## src/rtl/sobel_window_core.sv

```systemverilog
// Streaming 3x3 Sobel stage: two line buffers feed a shifting window, and |Gx|+|Gy|
// is saturated to the pixel width and emitted once for every interior pixel of a frame.
module sobel_window_core #(
    parameter int PIXEL_WIDTH = 8,
    parameter int IMG_WIDTH   = 64,
    parameter int IMG_HEIGHT  = 64
) (
    input  logic                   clk_i,
    input  logic                   nreset_i,
    input  logic                   start_i,
    input  logic                   px_valid_i,
    input  logic [PIXEL_WIDTH-1:0] px_gray_i,
    output logic                   px_valid_o,
    output logic [PIXEL_WIDTH-1:0] px_sobel_o,
    output logic                   busy_o,
    output logic                   frame_done_o
);
    localparam int COL_W = $clog2(IMG_WIDTH);
    localparam int ROW_W = $clog2(IMG_HEIGHT);
    localparam int SUM_W = PIXEL_WIDTH + 3;
    localparam logic [COL_W-1:0] COL_LAST = COL_W'(IMG_WIDTH - 1);
    localparam logic [ROW_W-1:0] ROW_LAST = ROW_W'(IMG_HEIGHT - 1);

    typedef enum logic [1:0] {ST_IDLE, ST_PROC, ST_DRAIN} state_t;

    state_t           state_q, state_d;
    logic [COL_W-1:0] col_q, col_d;
    logic [ROW_W-1:0] row_q, row_d;
    logic [1:0]       drain_q, drain_d;
    logic             start_ok, frame_done;
    logic             accept, last_px, emit;

    logic [PIXEL_WIDTH-1:0] lb0_q [IMG_WIDTH];
    logic [PIXEL_WIDTH-1:0] lb1_q [IMG_WIDTH];
    logic [2:0][2:0][PIXEL_WIDTH-1:0] win_q;
    logic                   win_vld_q;
    logic                   px_valid_q;
    logic [PIXEL_WIDTH-1:0] sobel_q;

    logic [SUM_W-1:0]       gx_pos, gx_neg, gy_pos, gy_neg;
    logic [SUM_W-1:0]       gx_diff, gy_diff, ax, ay;
    logic [SUM_W:0]         mag;
    logic [PIXEL_WIDTH-1:0] mag_sat;

    assign accept  = (state_q == ST_PROC) && px_valid_i;
    assign last_px = (row_q == ROW_LAST) && (col_q == COL_LAST);
    assign emit    = accept && (row_q >= ROW_W'(2)) && (col_q >= COL_W'(2));

    always_comb begin
        state_d    = state_q;
        col_d      = col_q;
        row_d      = row_q;
        drain_d    = drain_q;
        start_ok   = 1'b0;
        frame_done = 1'b0;
        case (state_q)
            ST_IDLE: begin
                if (start_i) begin
                    start_ok = 1'b1;
                    state_d  = ST_PROC;
                    col_d    = '0;
                    row_d    = '0;
                end
            end
            ST_PROC: begin
                if (accept) begin
                    if (col_q == COL_LAST) begin
                        col_d = '0;
                        row_d = row_q + ROW_W'(1);
                    end else begin
                        col_d = col_q + COL_W'(1);
                    end
                    if (last_px) begin
                        state_d = ST_DRAIN;
                        drain_d = '0;
                    end
                end
            end
            ST_DRAIN: begin
                // Two cycles let the last window reach the output register; the third signals done.
                if (drain_q == 2'd2) begin
                    frame_done = 1'b1;
                    state_d    = ST_IDLE;
                end else begin
                    drain_d = drain_q + 2'd1;
                end
            end
            default: state_d = ST_IDLE;
        endcase
    end

    always_ff @(posedge clk_i or negedge nreset_i) begin
        if (!nreset_i) begin
            state_q <= ST_IDLE;
            col_q   <= '0;
            row_q   <= '0;
            drain_q <= '0;
        end else begin
            state_q <= state_d;
            col_q   <= col_d;
            row_q   <= row_d;
            drain_q <= drain_d;
        end
    end

    // Line buffers are left unreset; the row/col gating keeps stale contents from being emitted.
    always_ff @(posedge clk_i) begin
        if (accept) begin
            lb1_q[col_q] <= lb0_q[col_q];
            lb0_q[col_q] <= px_gray_i;
        end
    end

    always_comb begin
        gx_pos  = SUM_W'(win_q[0][2]) + (SUM_W'(win_q[1][2]) << 1) + SUM_W'(win_q[2][2]);
        gx_neg  = SUM_W'(win_q[0][0]) + (SUM_W'(win_q[1][0]) << 1) + SUM_W'(win_q[2][0]);
        gy_pos  = SUM_W'(win_q[2][0]) + (SUM_W'(win_q[2][1]) << 1) + SUM_W'(win_q[2][2]);
        gy_neg  = SUM_W'(win_q[0][0]) + (SUM_W'(win_q[0][1]) << 1) + SUM_W'(win_q[0][2]);
        gx_diff = gx_pos - gx_neg;
        gy_diff = gy_pos - gy_neg;
        ax      = gx_diff[SUM_W-1] ? (~gx_diff + SUM_W'(1)) : gx_diff;
        ay      = gy_diff[SUM_W-1] ? (~gy_diff + SUM_W'(1)) : gy_diff;
        mag     = {1'b0, ax} + {1'b0, ay};
        mag_sat = (|mag[SUM_W:PIXEL_WIDTH]) ? '1 : mag[PIXEL_WIDTH-1:0];
    end

    always_ff @(posedge clk_i or negedge nreset_i) begin
        if (!nreset_i) begin
            win_q      <= '0;
            win_vld_q  <= 1'b0;
            px_valid_q <= 1'b0;
            sobel_q    <= '0;
        end else begin
            win_vld_q  <= emit;
            px_valid_q <= win_vld_q;
            if (accept) begin
                for (int r = 0; r < 3; r++) begin
                    win_q[r][0] <= win_q[r][1];
                    win_q[r][1] <= win_q[r][2];
                end
                win_q[0][2] <= lb1_q[col_q];
                win_q[1][2] <= lb0_q[col_q];
                win_q[2][2] <= px_gray_i;
            end
            if (win_vld_q) begin
                sobel_q <= mag_sat;
            end else if (start_ok) begin
                sobel_q <= '0;
            end
        end
    end

    assign px_valid_o   = px_valid_q;
    assign px_sobel_o   = sobel_q;
    assign busy_o       = (state_q != ST_IDLE);
    assign frame_done_o = frame_done;

endmodule

```

## config.mk

```make
export PLATFORM = sky130hd
export DESIGN_NAME = sobel_window_core
export DESIGN_NICKNAME = d
export VERILOG_FILES = /design/src/rtl/sobel_window_core.sv
export SDC_FILE = /design/constraint.sdc
export NUM_CORES = 1
export LEC_CHECK = 0
export ABC_AREA = 1
export CORE_ASPECT_RATIO = 0.5
export CORE_MARGIN = 2
export CORE_UTILIZATION = 50
export CTS_BUF_LIST = sky130_fd_sc_hd__clkbuf_4
export DETAILED_ROUTE_END_ITERATION = 6
export PLACE_DENSITY_LB_ADDON = 0.08
export RECOVER_POWER = 50
export SKIP_LAST_GASP = 1
export SYNTH_ARGS = -nofsm -noshare
export SYNTH_HDL_FRONTEND = slang
export SYNTH_SLANG_ARGS = --single-unit
export TNS_END_PERCENT = 5
```

## constraint.sdc

```tcl
create_clock -name clk_i -period 4.98 [get_ports clk_i]
set_input_delay 0.498 -clock clk_i [delete_from_list [all_inputs] [get_ports clk_i]]
set_output_delay 0.498 -clock clk_i [all_outputs]
set_load 0.02 [all_outputs]
```

==> results, run 1 <==
- The category of the worst setup path launch point is a flip-flop.
- The critical path capture point type is a flip-flop.
- The mapped netlist covers between 0.05 and 0.06 mm2.
- After routing the design area is 0.0571 mm2.
- Summed over all layers, the global routing overflow is 0.
- The initial antenna violation count is 4.
- The run finished, with violations left.
- The final number of hold-violating endpoints came to 0.
- Of all flip-flops after synthesis, the portion carrying an async set or reset was 8.73%.
- The synthesized area per cell is approximately 10 um2.
- The clock-pin slew of the registers on the worst-case setup and hold paths is 60 ps.
- 23 I/O pins were placed.
- The number of flops mapped to enable cells by yosys is 1024.
- The via density per instance is ~5.4.
- The first routing iteration left 3893 violations.
- The detailed-route wire length is roughly 140000 um.
- The synthesized design devotes to its leading area cell type between 60% and 70% of total area.
- Setup violations remaining at the end of the flow were counted as 0.
- Once detail routing completed, the nets flagged for antenna violations numbered 0.
- The largest net degree at the start of global routing is about 100.
- The first-pass GRT wire length is 219000 um.
- For the finished layout, the period the worst path requires is between 4000 and 5000 ps.
- The die is 453 um wide.
- For this configuration, the core starts out at a cell density of roughly half.
- The net count of the finished layout is about 5400.
- Across the routed clock network, the largest skew measured is roughly 110 ps.
- The root cell of the clock tree is sky130_fd_sc_hd__clkbuf_4.
- Clock tree synthesis inserted a total of 279 buffers.
- The clock insertion delay at the later pin of the skew report is ~1300 ps.
- The post-synthesis net count is 5083.
- Detailed placement finished with a half-perimeter wire length of approximately 85000 um.
- The post-synthesis sequential area ratio is 65.9%.
- The cell accounting for the most synthesized area is sky130_fd_sc_hd__edfxtp_1.
- In this run, placement finished with an instance count of 6324.
- The placed cell area is around 0.053 mm2.
- The most common cell in the synthesized netlist is sky130_fd_sc_hd__nand2_1.
- Setup slack on the critical path of the routed design comes to 144 ps.
- The die outline area is 0.103 mm2.
- The highest clock rate is ~210 MHz.
- The clock net in this run drives a total of 1122 sinks.
- The number of distinct library cells after synthesis is between 40 and 50.
- The number of fill cells in the layout is 8783.
- The H-tree was split into 5 levels.
- The final weighted congestion of routability-driven global placement is 0.857.
- The total DRC errors in the routed layout is 0.
- The cell count after synthesis is a little under 5000.
- Across the run, the number of max-cap violations was 13.
- STA puts the critical path data required time at between 6000 and 7000 ps.
- The final non-filler cell total is 6800.
- The cell row count is between 80 and 90.
- The first detailed-routing pass took 6 iterations.
- The y dimension of the die is about 230 um.
- The primary flip-flop cell chosen by synthesis mapping is sky130_fd_sc_hd__edfxtp_1.
- The worst setup slack before clock tree synthesis is -164 ps.
- The maximum count of clock buffers along a single path is 4.
- The number of slew-limit violations in the final report is 711.
- The tightest min-delay check is of the input port to flip-flop type.
- The transition time at the pin with the least slew margin is roughly 4200 ps.
- Yosys attributes the largest share of cell area to sky130_fd_sc_hd__edfxtp_1 61%, sky130_fd_sc_hd__nand2_1 19%, sky130_fd_sc_hd__dfrtp_1 4.9%, sky130_fd_sc_hd__fa_1 2.5%, sky130_fd_sc_hd__nand4_1 2.3%.
- The wire length per cell is between 20 and 25 um.
- The final reports fail on max-capacitance violations, max-slew violations.
- Buffers placed on the I/O ports in this run total 22.
- The critical path class is flip-flop to flip-flop.
- The worst slew slack as a fraction of its limit is -183%.
- The total track usage is ~28%.
- For the worst setup path, the data arrival time is between 5000 and 6000 ps.
- The via count of the first global-routing pass is approximately 35000.
- The CTS tree is built.
- After synthesis the netlist holds a flip-flop and latch count of 1122.
- The vias after detailed routing is around 36000.
- The share of the clock period used by the worst path is between 90% and 100%.
- Setup repair after global routing could not meet its margin everywhere.
- The share of final-layout standard cells stronger than drive strength 1 is between 10% and 20%.
- Along the worst path, the maximum fanout reaches 8.
- The area added between synthesis and finish is 13.4%.
- The total number of yosys warnings is 0.
- The floorplan step defined a core boundary enclosing ~0.10 mm2.
- In the synthesized netlist, the cells that appear most often are 2537 x sky130_fd_sc_hd__nand2_1, 1024 x sky130_fd_sc_hd__edfxtp_1, 224 x sky130_fd_sc_hd__nor2_1.
## area by class of cell
class | count | area [um2] | share of cell area (%)
clock buffers | 410 | 3080 | 5.39
diodes | 6 | 15.0 | 0.0263
flip-flops and latches | 1122 | 33200 | 58.1
clock inverters | 36 | 161 | 0.283
well taps | 1344 | 1680 | 2.94
multi-input cells | 3384 | 15800 | 27.7
inverters | 208 | 806 | 1.41
repair buffers | 290 | 2350 | 4.12
## sequential cells by signal, indices dropped and copies added, names as in the netlist
| register | cells |
|---|---|
| col_q | 6 |
| drain_q | 2 |
| lb0_q | 512 |
| lb1_q | 512 |
| px_sobel_o | 8 |
| px_valid_o | 1 |
| row_q | 6 |
| state_q | 2 |
| win_q | 72 |
| win_vld_q | 1 |
## stage by stage
step,hold slack (ps),util (%),setup TNS (ps)
after floorplan,202,-,0
after global placement,456,53.2,-979
after detailed placement,462,53.2,-1170
after CTS,80.7,56.7,0
after global routing,215,57.1,-2600
final,231,57.1,0
## what timing repair did
item,in CTS,in global routing
hold buffers,12,0
gates resized for setup,18,124
endpoints found under the hold margin,372,0
buffers inserted,2,10
pin swaps,8,59
endpoints found under the setup margin,8,8
## cell usage in the layout, fill, tap and decap left out, drive strengths merged, types with 3 or more instances in the layout
master       instances
buf                215
nand4              187
xor2                14
o21ai               57
nor3                 8
clkbuf             461
nor2               229
a21oi               28
edfxtp            1024
nand3b               5
fa                  63
inv                211
ha                  42
dlygate4sd3         22
diode                6
xnor2               10
nand3              184
nand2             2540
dfrtp               98
clkinv              32
o31ai                3
## cell families after synthesis
kind of cell | synth area share (%)
AND/OR/NAND/NOR | 25.1
XOR/XNOR | 0.417
flip-flops | 65.9
adder cells (fa/ha/maj) | 3.55
buffers and inverters | 3.97
AO/OA/AOI/OAI | 1.04
## worst paths after layout
kind,start,endpoint,slack [ps],cells past startpoint
worst max-delay path,win_q[0],px_sobel_o[1],140,27
worst min-delay path,px_valid_i,state_q[0],230,6
worst max register to register,win_q[0],px_sobel_o[1],140,27
worst min register to register,win_q[39],win_q[31],460,2
max in group asynchronous,nreset_i,col_q[2],1270,4
min in group asynchronous,nreset_i,win_q[68],1430,4
## critical path, stage by stage, from the launching register on
cell                      delay (ps)
sky130_fd_sc_hd__dfrtp_2         430
sky130_fd_sc_hd__fa_1            530
sky130_fd_sc_hd__inv_1            50
sky130_fd_sc_hd__fa_1            370
sky130_fd_sc_hd__fa_1            520
sky130_fd_sc_hd__ha_2            220
sky130_fd_sc_hd__fa_2            430
sky130_fd_sc_hd__inv_2            80
sky130_fd_sc_hd__nand3_1         110
sky130_fd_sc_hd__nor2_2          130
sky130_fd_sc_hd__nand3_2          90
sky130_fd_sc_hd__nor2_2          110
sky130_fd_sc_hd__nand2_1          60
sky130_fd_sc_hd__nand2_1          70
sky130_fd_sc_hd__xnor2_1         120
sky130_fd_sc_hd__inv_1            90
sky130_fd_sc_hd__ha_4            320
sky130_fd_sc_hd__nand2_4          70
sky130_fd_sc_hd__buf_4           140
sky130_fd_sc_hd__nor2_4           90
sky130_fd_sc_hd__nand2_2          70
sky130_fd_sc_hd__nand3_2          80
sky130_fd_sc_hd__nand2_2          70
sky130_fd_sc_hd__nor2_4          110
sky130_fd_sc_hd__buf_6           130
sky130_fd_sc_hd__nand3_1          80
sky130_fd_sc_hd__nand2_1          60
sky130_fd_sc_hd__nand2_1          60
## per-layer routing
| metal | global-route usage [%] | part of all wire (%) | vias to the layer above | wire length, um |
|---|---|---|---|---|
| met5 | 0 | 0 | - | 0 |
| met4 | 8.18 | 1.9 | 0 | 2700 |
| met3 | 5.71 | 9.4 | 168 | 13500 |
| met2 | 40.1 | 43 | 1569 | 61700 |
| met1 | 43.7 | 46 | 17600 | 66700 |
| li1 | - | - | 17200 | - |
Power of run 1 is not shown: default switching activity piles up to over one toggle a cycle in this logic, so the estimate is an artifact.
==> inputs of run 2 (changes only) <==
--- a/config.mk
+++ b/config.mk
@@ -6,7 +6,6 @@
 export NUM_CORES = 1
 export LEC_CHECK = 0
 export ABC_AREA = 1
-export CORE_ASPECT_RATIO = 0.5
 export CORE_MARGIN = 2
 export CORE_UTILIZATION = 50
 export CTS_BUF_LIST = sky130_fd_sc_hd__clkbuf_4
==> results, run 2 (synthesis gave the netlist of run 1 again) <==
- The via density per instance is 5.31 (-0.96%).
- The startpoint identified for the worst hold timing path is start_i.
- The final number of hold-violating endpoints is 0 (unchanged).
- The number of detailed-routing iterations run before antenna repair came to 6 (unchanged).
- The worst slew slack as a fraction of its limit was -162% (+20 points).
- The number of buffer and inverter instances along the worst setup path was 5 (unchanged).
- The total track usage came to 27.2% (-1.0 points).
- The maximum count of clock buffers along a single path is 4 (unchanged).
- The total of endpoints with negative setup slack in the final report is 0 (unchanged).
- The die outline area was 0.103 mm2 (-0.15%).
- The total DRC errors in the routed layout is 0 (unchanged).
- The number of slew-limit violations in the final report came to 745 (+4.8%).
- TritonCTS built the clock tree.
- Setup repair after global routing could not meet its margin everywhere.
- The largest net degree at the start of global routing is 134 (+29%).
- The y dimension of the die is 321 um (+41%).
- The endpoint arrival time on the critical path was 5730 ps (-180 ps).
- The setup skew after layout came to 104 ps (-5.13 ps).
- The root buffer cell chosen for the clock tree is sky130_fd_sc_hd__clkbuf_4.
- The count of boundary I/O pins is 23 (unchanged).
- The area of all placed cells without fillers is 0.0568 mm2 (-0.50%).
- For hold timing, the worst endpoint is state_q[0].
- The number of clock buffers inserted by TritonCTS is 310 (+11%).
- The share of final-layout standard cells stronger than drive strength 1 is 14.1% (-0.47 points).
- The net count of the finished layout came to 5357 (-0.83%).
- The effective utilization at floorplan is 50.4% (about the same).
- The number of fill cells in the layout is 8784 (+0.011%).
- The master of the slowest instance on the critical path is sky130_fd_sc_hd__fa_1.
- The chip width is 321 um (-29%).
- The first-pass GRT wire length is 210000 um (-4.0%).
- The shortest period the worst path allows came to 4740 ps (-94.7 ps).
- The via count of the first global-routing pass was 34200 (-2.7%).
- The area added between synthesis and finish is 12.8%.
- The endpoint of the most critical register-to-register path is px_sobel_o[6].
- The largest incremental delay on the critical path was 550 ps (+20 ps).
- The flow ran to the end, but the final reports show violations.
- The largest registers in the layout are lb0_q x512, lb1_q x512, win_q x72.
- The transition time at the pin with the least slew margin was 3940 ps (-304 ps).
- The detailed-route wire length is 139000 um (-4.0%).
- The final reports fail on max-capacitance violations, max-slew violations.
- The family with the most delay on the worst path is adder cells.
- The logic depth of the worst register-to-register path is 28 (+3.7%).
- The number of levels in the clock H-tree is 5 (unchanged).
- The placed cell area was 0.0526 mm2 (-1.2%).
- The half-perimeter wire length after placement came to 79800 um (-6.6%).
- The type of the most critical hold path is input port to flip-flop.
- The instance count after placement with tap cells included was 6207 (-1.9%).
- The area inside the core boundary was 0.100 mm2 (about the same).
- The wire length per cell came to 20.7 um (-2.8%).
- The number of port buffers is 22 (unchanged).
- The final non-filler cell total came to 6715 (-1.3%).
- The total negative setup slack is 0 ps (unchanged).
- The utilization of the core after routing is 56.8% (-0.27 points).
- The source of the worst register-to-register timing path is win_q[0].
- The vias after detailed routing is 35700 (-2.2%).
- The critical path's most frequent cell is sky130_fd_sc_hd__nand2_1.
- The share of the clock period used by the worst path was 95.2% (-1.9 points).
- The clock sink count is 1122 (unchanged).
- The worst setup path is captured at a flip-flop.
- The number of antenna-violating nets in the routed design is 0 (unchanged).
- The clock-pin slew of the registers on the worst-case setup and hold paths was 60 ps (about the same).
- The number of design-rule violations left by the first detailed-router iteration is 3088 (-21%).
- The critical path class is flip-flop to flip-flop.
- The clock insertion delay at the later pin of the skew report is 1160 ps (-110 ps).
- The critical path required time is 5970 ps (-90 ps).
- The total overflow reported by the global router is 0 (unchanged).
- Leaving out fill and tap cells, the most frequent cell in the layout is sky130_fd_sc_hd__nand2_1.
- The final weighted congestion of routability-driven global placement is 0.851 (-0.63%).
- The cell row count was 116 (+41%).
- The initial antenna violation count is 8 (+4).
- The worst hold path depth was 3 (-3).
- The highest clock rate is 211 MHz (+2.0%).
- The worst-path maximum fanout came to 8 (unchanged).
- The library cells used most frequently in the layout, excluding fill and tap cells, are 2502 x sky130_fd_sc_hd__nand2_1, 1024 x sky130_fd_sc_hd__edfxtp_1, 453 x sky130_fd_sc_hd__clkbuf_4.
- STA classifies the critical path startpoint as a flip-flop.
- The count of max-cap constraint violations is 17 (+4).
- The worst-case register-to-register setup slack is 240 ps (+90 ps).
==> run 2: cell count changes in the layout (fill, tap and decap cells not counted), moves of 6 or more <==
| cell | delta |
|---|---|
| sky130_fd_sc_hd__clkbuf_1 | +15 |
| sky130_fd_sc_hd__buf_4 | -66 |
| sky130_fd_sc_hd__clkinv_1 | -12 |
| sky130_fd_sc_hd__dlygate4sd3_1 | -6 |
| sky130_fd_sc_hd__clkbuf_4 | +42 |
| sky130_fd_sc_hd__clkbuf_2 | -9 |
==> run 2: final cells by class <==
| type | instances | area (um2) | area share (%) |
|---|---|---|---|
| Sequential cell | 1122 | 33200 | 58.4 |
| Multi-Input combinational cell | 3384 | 15800 | 27.9 |
| Clock buffer | 453 | 3400 | 5.98 |
| Timing Repair Buffer | 214 | 1690 | 2.97 |
| Tap cell | 1298 | 1620 | 2.86 |
| Inverter | 208 | 803 | 1.41 |
| Clock inverter | 32 | 258 | 0.454 |
| Antenna cell | 4 | 10.0 | 0.0176 |
==> run 2: per-layer routing <==
metal  GRT usage [%]  share of wire (%)  vias to the layer above
met5               0              0.019                        -
met4            10.2                2.9                        4
met3            4.67                6.7                      250
met2            42.3                 46                     1257
met1            38.5                 44                    17100
li1                -                  -                    17100
==> run 2: through the flow <==
step                      setup WS (ps)  hold WS, ps
after floorplan                     221          202
after global placement             53.9          451
after detailed placement           12.8          463
after CTS                          11.3         2.66
after global routing              -62.9         22.8
final                               238          118
==> run 2: what timing repair did <==
item                                   in CTS  in global routing
setup buffers                               0                 12
hold buffers                                7                  0
setup endpoints to repair                   7                  8
resized for setup                           2                144
pin swaps                                   0                 55
endpoints found under the hold margin     139                  0
==> run 2: tightest hold or removal path, delay by kind of cell <==
family,cells,cell delay [ps]
buf+inv,1,420
simple gates,2,270
==> run 2: worst max-delay path by stage <==
stage / startpoint / end / slack, ps / cells past startpoint
2_1_floorplan: win_q[53] / px_sobel_o[0] / 220 / 25
3_3_place_gp: win_q[0] / px_sobel_o[1] / 50 / 27
3_5_place_dp: win_q[0] / px_sobel_o[6] / 10 / 26
4_1_cts: win_q[0] / px_sobel_o[6] / 10 / 26
5_1_grt: win_q[52] / px_sobel_o[4] / -60 / 31
6_report: win_q[0] / px_sobel_o[6] / 240 / 28
Power of run 2 is left out for the same reason.
